## src/rtl/pc_sequencer.sv

```systemverilog
// pc_sequencer: program-counter unit for the multicycle MIPS core.
// Holds the architectural PC and selects the next PC (sequential, branch,
// absolute jump, register jump). A small return-address stack (RAS) serves
// jal / jr $ra pairs. The PC changes only when the controller is in
// UPDATE_STATE with pc_en set and no stall.
//
// Ports:
//   clk, reset        clock, synchronous active-high reset
//   state             controller state code
//   pc_en, stall      PC write enable; stall overrides pc_en
//   sel               next-PC source: 00 seq, 01 branch, 10 jump, 11 reg jump
//   br_taken          branch condition (sel=01)
//   br_offset         sign-extended word offset
//   jtarget           J-format 26-bit target field
//   jr_target         register operand (sel=11)
//   link, ret         push pc_plus4 onto RAS / take sel=11 target from RAS top
//   pc_out, pc_plus4  registered PC and PC+4
//   ras_top,ras_count RAS top entry (0 when empty) and entry count
//   ras_overflow      sticky: push while full
//   ras_underflow     sticky: pop while empty
//   misalign          one-cycle pulse: an update was rejected
module pc_sequencer #(
   parameter int                   XLEN         = 32,
   parameter logic [XLEN-1:0]      RESET_VEC    = 32'h0000_0000,
   parameter int                   RAS_DEPTH    = 4,
   parameter int                   STATE_W      = 6,
   parameter logic [STATE_W-1:0]   UPDATE_STATE = 6'b000001
) (
   input  logic                               clk,
   input  logic                               reset,
   input  logic [STATE_W-1:0]                 state,
   input  logic                               pc_en,
   input  logic                               stall,
   input  logic [1:0]                         sel,
   input  logic                               br_taken,
   input  logic [XLEN-1:0]                    br_offset,
   input  logic [25:0]                        jtarget,
   input  logic [XLEN-1:0]                    jr_target,
   input  logic                               link,
   input  logic                               ret,
   output logic [XLEN-1:0]                    pc_out,
   output logic [XLEN-1:0]                    pc_plus4,
   output logic [XLEN-1:0]                    ras_top,
   output logic [$clog2(RAS_DEPTH+1)-1:0]     ras_count,
   output logic                               ras_overflow,
   output logic                               ras_underflow,
   output logic                               misalign
);

   localparam int CW = $clog2(RAS_DEPTH+1);

   // Entry 0 is always the top; deeper entries are older. A push onto a
   // full stack shifts the oldest entry out of the bottom.
   logic [XLEN-1:0] ras_mem [RAS_DEPTH];

   logic [XLEN-1:0] jmp_tgt;
   logic [XLEN-1:0] br_tgt;
   logic [XLEN-1:0] target;
   logic            upd;
   logic            bad;
   logic            has_entry;
   logic            full;
   logic            pop_req;
   logic            pop_ok;
   logic            push;

   assign pc_plus4  = pc_out + XLEN'(4);
   assign has_entry = (ras_count != '0);
   assign full      = (ras_count == CW'(RAS_DEPTH));
   assign ras_top   = has_entry ? ras_mem[0] : '0;
   assign br_tgt    = pc_plus4 + (br_offset << 2);

   generate
      if (XLEN > 28) begin : g_jmp_hi
         assign jmp_tgt = {pc_plus4[XLEN-1:28], jtarget, 2'b00};
      end else begin : g_jmp_lo
         assign jmp_tgt = {jtarget, 2'b00};
      end
   endgenerate

   assign upd = (state == UPDATE_STATE) & pc_en & ~stall & ~reset;

   always_comb begin
      target = pc_plus4;
      case (sel)
         2'b00: target = pc_plus4;
         2'b01: target = br_taken ? br_tgt : pc_plus4;
         2'b10: target = jmp_tgt;
         2'b11: target = (ret & has_entry) ? ras_mem[0] : jr_target;
         default: target = pc_plus4;
      endcase
   end

   // A misaligned target cancels the whole update, RAS activity included.
   assign bad     = (target[1:0] != 2'b00);
   assign pop_req = upd & ~bad & (sel == 2'b11) & ret;
   assign pop_ok  = pop_req & has_entry;
   assign push    = upd & ~bad & link;

   always_ff @(posedge clk) begin
      if (reset) begin
         pc_out        <= RESET_VEC;
         ras_count     <= '0;
         ras_overflow  <= 1'b0;
         ras_underflow <= 1'b0;
         misalign      <= 1'b0;
         for (int i = 0; i < RAS_DEPTH; i++) ras_mem[i] <= '0;
      end else begin
         misalign <= upd & bad;
         if (upd & ~bad) pc_out <= target;
         if (pop_req & ~has_entry) ras_underflow <= 1'b1;

         if (push & pop_ok) begin
            // pop then push: the new return address replaces the old top
            ras_mem[0] <= pc_plus4;
         end else if (push) begin
            for (int i = RAS_DEPTH-1; i > 0; i--) ras_mem[i] <= ras_mem[i-1];
            ras_mem[0] <= pc_plus4;
            if (full) ras_overflow <= 1'b1;
            else      ras_count    <= ras_count + CW'(1);
         end else if (pop_ok) begin
            for (int i = 0; i < RAS_DEPTH-1; i++) ras_mem[i] <= ras_mem[i+1];
            ras_mem[RAS_DEPTH-1] <= '0;
            ras_count <= ras_count - CW'(1);
         end
      end
   end

endmodule

```

## config.mk

```make
export PLATFORM = sky130hd
export DESIGN_NAME = pc_sequencer
export DESIGN_NICKNAME = d
export VERILOG_FILES = /design/src/rtl/pc_sequencer.sv
export SDC_FILE = /design/constraint.sdc
export NUM_CORES = 1
export LEC_CHECK = 0
export CORE_ASPECT_RATIO = 0.9
export CORE_MARGIN = 3
export CORE_UTILIZATION = 30
export CTS_CLUSTER_SIZE = 8
export DETAILED_ROUTE_END_ITERATION = 8
export MAX_ROUTING_LAYER = met4
export SYNTH_ARGS = -nofsm -noshare
export SYNTH_HDL_FRONTEND = slang
export SYNTH_SLANG_ARGS = --single-unit
```

## constraint.sdc

```tcl
create_clock -name clk -period 12.2 [get_ports clk]
set_clock_uncertainty 0.05 [all_clocks]
set_input_delay 1.22 -clock clk [delete_from_list [all_inputs] [get_ports clk]]
set_output_delay 1.22 -clock clk [all_outputs]
set_load 0.01 [all_outputs]
```

==> results.md, run 1 <==
- Final Slew Violations: 0
- Yosys top cell by area: edfxtp_1
- Unrepaired setup endpoints after global routing: false
- Initial core utilization: a little under a third
- Cell Rows: 64
- Worst Tran Pin Value: about 1100 ps
- CP endpoint kind: flip-flop
- Period utilization: approximately 47%
- Reg clk slew, reported paths: 60 ps
- Worst skew pair latency: between 400 and 500 ps
- Post-DP HPWL: between 20,000 and 30,000 µm
- Starting DRT DRC Count: ~970
- Distinct cells, synth: 73
- Initial antenna violation count: 0
- Worst EP arrival: roughly 5700 ps
- Largest net degree at the start of global routing: 65
- Most frequent cells in the layout: clkdlybuf4s50_1 (204), nand2_1 (117), nor2_1 (97)
- Tot Pwr: roughly 1300 µW
- Vias in the first global route: 9,304
- Gr usage total: around a fifth
- Fmax: around 180 MHz
- TritonCTS clock tree: done
- Die Area: between 30,000 and 40,000 µm²
- Synthesized Nets: between 1,000 and 1,500
- Mapped Cells: approximately 1,100
- Avg Cell Area, Syn: approximately 9.3 µm²
- DRT met1 WL: around 17,000 µm
- Share of layout cells above drive strength 1: approximately 5.8%
- Nets@finish: about 1,500
- Top FF cell, synth: edfxtp_1
- Reg2reg path depth: 13
- Antenna Nets Post-Route: 0
- Post-synthesis sequential area ratio: 40.6%
- Clock sinks: between 150 and 200
- Top sig layer: met4
- DIE WIDTH: 204 µm
- Top Ports: 207
- Area growth, synth to finish: 29.2%
- Worst EP required: 12,240 ps
- Setup_tns: 0 ps
- YS warnings: 0
- Max cap viols: 0
- Placer Congestion: roughly 0.96
- Drt total wl: approximately 38,000 µm
- # setup viols final: 0
- Final-report hold violation count: 0
- I/O Buffers: a little over 200
- First-pass GRT wire length: about 57,000 µm
- Outcome: completed
- N_diodes: 0
- Leak: a little over 0.005 µW
- Met3 wire len: 2630 µm
- Most common cell after layout, fill and taps aside: clkdlybuf4s50_1
- CTS max path bufs: 2
- Fin crit period: ~5700 ps
- Core Region: 34,400 µm²
- Type of the worst min-delay path: reg2reg
- WHS Path Cells: 2
- Hold-fix buffers, CTS: 0
- Syn Std Cell Area: approximately 11,000 µm²
- Root Buffer: clkbuf_16
- Maximum VDD drop: between 0.08 and 0.09 mV
- H-tree Lvls: 4
- Ys async rst share: 0%
- Worst slew margin: between 20 and 30%
- Crit Path Category: in2reg
- Post-CTS setup buffer count: 0
- GR Overflow Total: 0
- Vias per cell: about 5.4
- Power Dens Cells: roughly 98 nW/µm²
- Maximum net fanout on the critical path: 33
- DR DRC count: 0
- Die Span Y: between 150 and 200 µm
- Flops & latches, synth: around 170
- Worst setup SP type: primary input
- Largest cells by area after synthesis: edfxtp_1 (27%), dfxtp_1 (13%), a22o_1 (6.1%), mux2i_1 (5.4%), ha_1 (4.7%)
- Post-CTS resize count: 0
- Wire per inst: 21.4 µm
- Number of synthesized flops with an enable pin: 96
- Met2 wire len: ~17,000 µm
- First drt pass iteration count: 5
- Via count: between 9,000 and 10,000
- Synth top area share: approximately 27%
- CTS Buf Count: 17
==> logic make-up after synthesis <==
kind of cell | share of synthesized area [%]
AND/OR/NAND/NOR | 16.7
AO/OA/AOI/OAI | 22.0
flip-flops | 40.6
buffers and inverters | 4.63
multiplexers | 6.58
XOR/XNOR | 4.39
adder cells (fa/ha/maj) | 5.12
==> state kept, by name, summed over array words and instances (netlist names) <==
signal	cells
misalign	1
ras_overflow	1
ras_mem	128
pc_out	32
ras_count	3
ras_underflow	1
==> report_power, final <==
group | switching [µW] | leakage [µW] | internal, µW
Clock | 223 | 0.000319 | 379
Sequential | 9.98 | 0.00155 | 602
Combinational | 67.1 | 0.00324 | 56.1
Total | 300 | 0.00512 | 1040
==> critical path, cell delays in order <==
cell             delay (ps)
clkdlybuf4s50_1         590
nor2b_1                 870
o311ai_4                170
and3_1                  220
buf_4                   220
nand2_2                 430
ha_1                    290
or2_2                   650
nand2b_1                610
buf_4                   440
==> cell type report <==
class | count | area (µm²)
clock buffers | 23 | 478
clock inverters | 9 | 173
fillers | 3429 | 20700
inverters | 47 | 176
multi-input cells | 859 | 5820
flip-flops and latches | 166 | 4280
well taps | 462 | 578
repair buffers | 216 | 2130
==> cell usage after synthesis (5+ instances only) <==
library cell  instances
nand2_1             117
nor2_1               97
edfxtp_1             96
a22o_1               73
a21oi_1              72
dfxtp_1              70
o21ai_0              65
mux2i_1              57
clkbuf_1             50
inv_1                43
ha_1                 40
nor2b_1              40
nand3_1              32
xnor2_1              31
nor3_1               22
xor2_1               20
o31ai_1              18
o211ai_1             16
and3_1               14
a21o_1               11
o22ai_1              11
and2_1                9
nand4_1               9
a31oi_1               8
o221ai_1              8
a211oi_1              6
buf_6                 6
a221oi_1              5
o21a_1                5
==> final timing paths <==
check	startpoint	end	slack, ps
min reg2reg	ras_mem[3][11]$_SDFFE_PP0P_	ras_mem[3][11]$_SDFFE_PP0P_	450
min	ras_mem[3][11]$_SDFFE_PP0P_	ras_mem[3][11]$_SDFFE_PP0P_	450
max reg2reg	pc_out[2]$_SDFFE_PP0N_	pc_out[18]$_SDFFE_PP0N_	7180
max	ret	ras_mem[0][13]$_SDFFCE_PP0P_	6500
==> layer usage <==
| metal | global-route usage (%) | up-vias |
|---|---|---|
| met5 | - | - |
| met4 | 6.14 | 0 |
| met3 | 3.19 | 48 |
| met2 | 31.1 | 410 |
| met1 | 28.2 | 4615 |
| li1 | - | 4544 |
==> metrics by stage <==
step | utilization (%) | instances | cell area (µm²) | hold slack [ps] | setup slack (ps)
after floorplan | - | 1138 | 10600 | 411 | 7440
after global placement | 37.8 | 1750 | 13000 | 424 | 6100
after detailed placement | 37.8 | 1750 | 13000 | 438 | 6090
after CTS | 39.7 | 1782 | 13600 | 452 | 6480
after global routing | 39.7 | 1782 | 13600 | 473 | 6260
final | 39.7 | 1782 | 13600 | 448 | 6500
(Power assumes the default switching activity.)
==> inputs of run 2 (changes only) <==
clock period = 5.2 ns   (was 12.2 ns; I/O delays follow)
==> run 2 against run 1 <==
Setup slack lost 6100 ps; clock power up 110%; sequential cell count is the same; first-iteration DRC count decreased by 4.2%; cell area increased by 0.67%; power rose by 130%; critical path depth grew 7; via count increased by 1.3%; routed wire length increased by 1.6%; core utilization grew 0.27 points; critical path type is now reg2reg; critical endpoint is now pc_out[29]$_SDFFE_PP0N_; largest cell class unchanged.
==> results.md, run 2 (synthesized netlist as in run 1, its figures left out) <==
- Worst skew pair latency: 430 ps (about the same)
- Vias per cell: 5.41 (was 5.40)
- First-pass GRT wire length: 57,300 µm (was 57,100 µm)
- Post-place instance area: 13,100 µm² (was 13,000 µm²)
- WHS Path Cells: 2 (unchanged)
- Leak: 0.00518 µW (was 0.00512 µW)
- Largest net degree at the start of global routing: 65 (unchanged)
- CP endpoint kind: flip-flop (unchanged)
- Via count: 9,744 (was 9,617)
- First drt pass iteration count: 6 (was 5)
- Sequential share of power: 47.5% (was 45.8%)
- Regs by FF count: ras_mem x128, pc_out x32, ras_count x3 (unchanged)
- Die Area: 37,500 µm² (unchanged)
- Cell Rows: 64 (unchanged)
- Core Util, Final: 40.0% (was 39.7%)
- Final Slew Violations: 0 (unchanged)
- CTS max path bufs: 2 (unchanged)
- Worst EP arrival: 5070 ps (was 5740 ps)
- Gr usage total: 20.6% (was 20.5%)
- Fmax: between 200 and 250 MHz
- Worst EP required: 5480 ps (was 12,240 ps)
- Post-route design area: 13,700 µm² (was 13,600 µm²)
- Number of flip-flops in the largest register: 128 (unchanged)
- Drt total wl: 38,700 µm (was 38,100 µm)
- Reg clk slew, reported paths: 70 ps (was 60 ps)
- Unrepaired setup endpoints after global routing: false (unchanged)
- Setup_tns: 0 ps (unchanged)
- # setup viols final: 0 (unchanged)
- Worst slew margin: 39.4% (was 29.5%)
- Core Region: 34,400 µm² (unchanged)
- Initial antenna violation count: 0 (unchanged)
- Final-report hold violation count: 0 (unchanged)
- TritonCTS clock tree: done (unchanged)
- Net Sw Power: 723 µW (was 300 µW)
- Post-DP HPWL: 29,100 µm (was 28,300 µm)
- GR Overflow Total: 0 (unchanged)
- Top Ports: 207 (unchanged)
- Max cap viols: 0 (unchanged)
- H-tree Lvls: 4 (unchanged)
- Period utilization: 92.2%
- Most frequent cells in the layout: clkdlybuf4s50_1 (204), nand2_1 (117), nor2_1 (97) (unchanged)
- DIE WIDTH: 204 µm (unchanged)
- DR DRC count: 0 (unchanged)
- Worst Tran Pin Value: 909 ps (was 1060 ps)
- Internal: 2300 µW (was 1040 µW)
- Most common cell after layout, fill and taps aside: clkdlybuf4s50_1 (unchanged)
- Clock sinks: 166 (unchanged)
- Hold-fix buffers, CTS: 0 (unchanged)
- Wire per inst: 21.5 µm (was 21.4 µm)
- Root Buffer: clkbuf_16 (unchanged)
- N_diodes: 0 (unchanged)
- Crit Path Category: reg2reg (was in2reg)
- Type of the worst min-delay path: reg2reg (unchanged)
- Fin crit period: approximately 4800 ps
- Initial core utilization: 30.7% (unchanged)
- Share of layout cells above drive strength 1: 7.17% (was 5.76%)
- CTS Buf Count: 17 (unchanged)
- Starting DRT DRC Count: 927 (was 968)
- Comb pwr share: 9.8% (was 9.2%)
- Vias in the first global route: 9,309 (was 9,304)
- I/O Buffers: 204 (unchanged)
- Nets@finish: 1,473 (was 1,454)
- Power share of the clock group: 42.7% (was 45.0%)
- Worst setup SP type: flip-flop (was primary input)
- Tot Pwr: 3020 µW (was 1340 µW)
- Sw frac: 24.0% (was 22.4%)
- Die Span Y: 184 µm (unchanged)
- Biggest register: ras_mem (unchanged)
- Outcome: completed (unchanged)
- Placer Congestion: 0.913 (was 0.958)
- Hold_ws: 444 ps (was 448 ps)
- Antenna Nets Post-Route: 0 (unchanged)
- Reg2reg path depth: 17 (was 13)
- Power Dens Cells: 220 nW/µm² (was 98.0 nW/µm²)
- Maximum net fanout on the critical path: 8 (was 33)
- Area growth, synth to finish: 30.1% (was 29.2%)
- Maximum VDD drop: 0.160 mV (was 0.0868 mV)
[run 2: worst paths after layout]
check,to,slack [ps],startpoint
worst max-delay path,pc_out[29]$_SDFFE_PP0N_,410,pc_out[2]$_SDFFE_PP0N_
worst min-delay path,ras_mem[3][18]$_SDFFE_PP0P_,440,ras_mem[3][18]$_SDFFE_PP0P_
worst max register to register,pc_out[29]$_SDFFE_PP0N_,410,pc_out[2]$_SDFFE_PP0N_
worst min register to register,ras_mem[3][18]$_SDFFE_PP0P_,440,ras_mem[3][18]$_SDFFE_PP0P_
[run 2: power groups by stage]
stage                     logic (µW)  clock network (µW)  registers (µW)
after floorplan                  141                   0            1450
after global placement           289                   0            1460
after detailed placement         292                   0            1460
after CTS                        294                1300            1430
after global routing             317                1350            1440
final                            295                1290            1440
[run 2: routing by layer]
metal	routed length, µm	GRT usage, %	vias to the layer above
li1	-	-	4588
met1	17400	28.2	4699
met2	17600	31.8	421
met3	2950	3.86	36
met4	657	4.62	0
met5	0	-	-
[run 2: worst max-delay path, cell delays in order (launching register included)]
cell and delay (ps):
dfxtp_1 490, ha_1 290, and4_1 300, nand3_1 200, nor3_1 560, nand2_1 190, xor2_1 420, inv_1 150
ha_1 420, nand2_1 70, o21ai_0 270, nor3_1 100, nor2_1 100, o21ai_0 180, o311ai_0 350, o41ai_1 150
a221oi_1 320, nor2_1 60
[run 2: stage by stage]
stage / instances / setup slack [ps]
global route: 1801 / 84.4
floorplan: 1138 / 1120
finish: 1801 / 408
CTS: 1801 / 419
global placement: 1769 / 521
detailed placement: 1769 / 482
[run 2: layout make-up]
| type | instances | area, µm² |
|---|---|---|
| clock buffers | 18 | 429 |
| clock inverters | 14 | 160 |
| fillers | 3411 | 20600 |
| inverters | 47 | 176 |
| multi-input cells | 859 | 5820 |
| flip-flops and latches | 166 | 4280 |
| well taps | 462 | 578 |
| repair buffers | 235 | 2290 |
[run 2: timing repair]
| item | in CTS | in global routing |
|---|---|---|
| endpoints found under the setup margin | 0 | 3 |
| hold endpoints to repair | 0 | 0 |
| buffers inserted | 0 | 0 |
| resized for setup | 0 | 1 |
==> inputs of run 3 (changes only) <==
SLEW_MARGIN = 25   (was unset)
TNS_END_PERCENT = 30   (was unset)
==> results of run 3 <==
The final DEF is identical to that of run 2; final timing and power are the same.
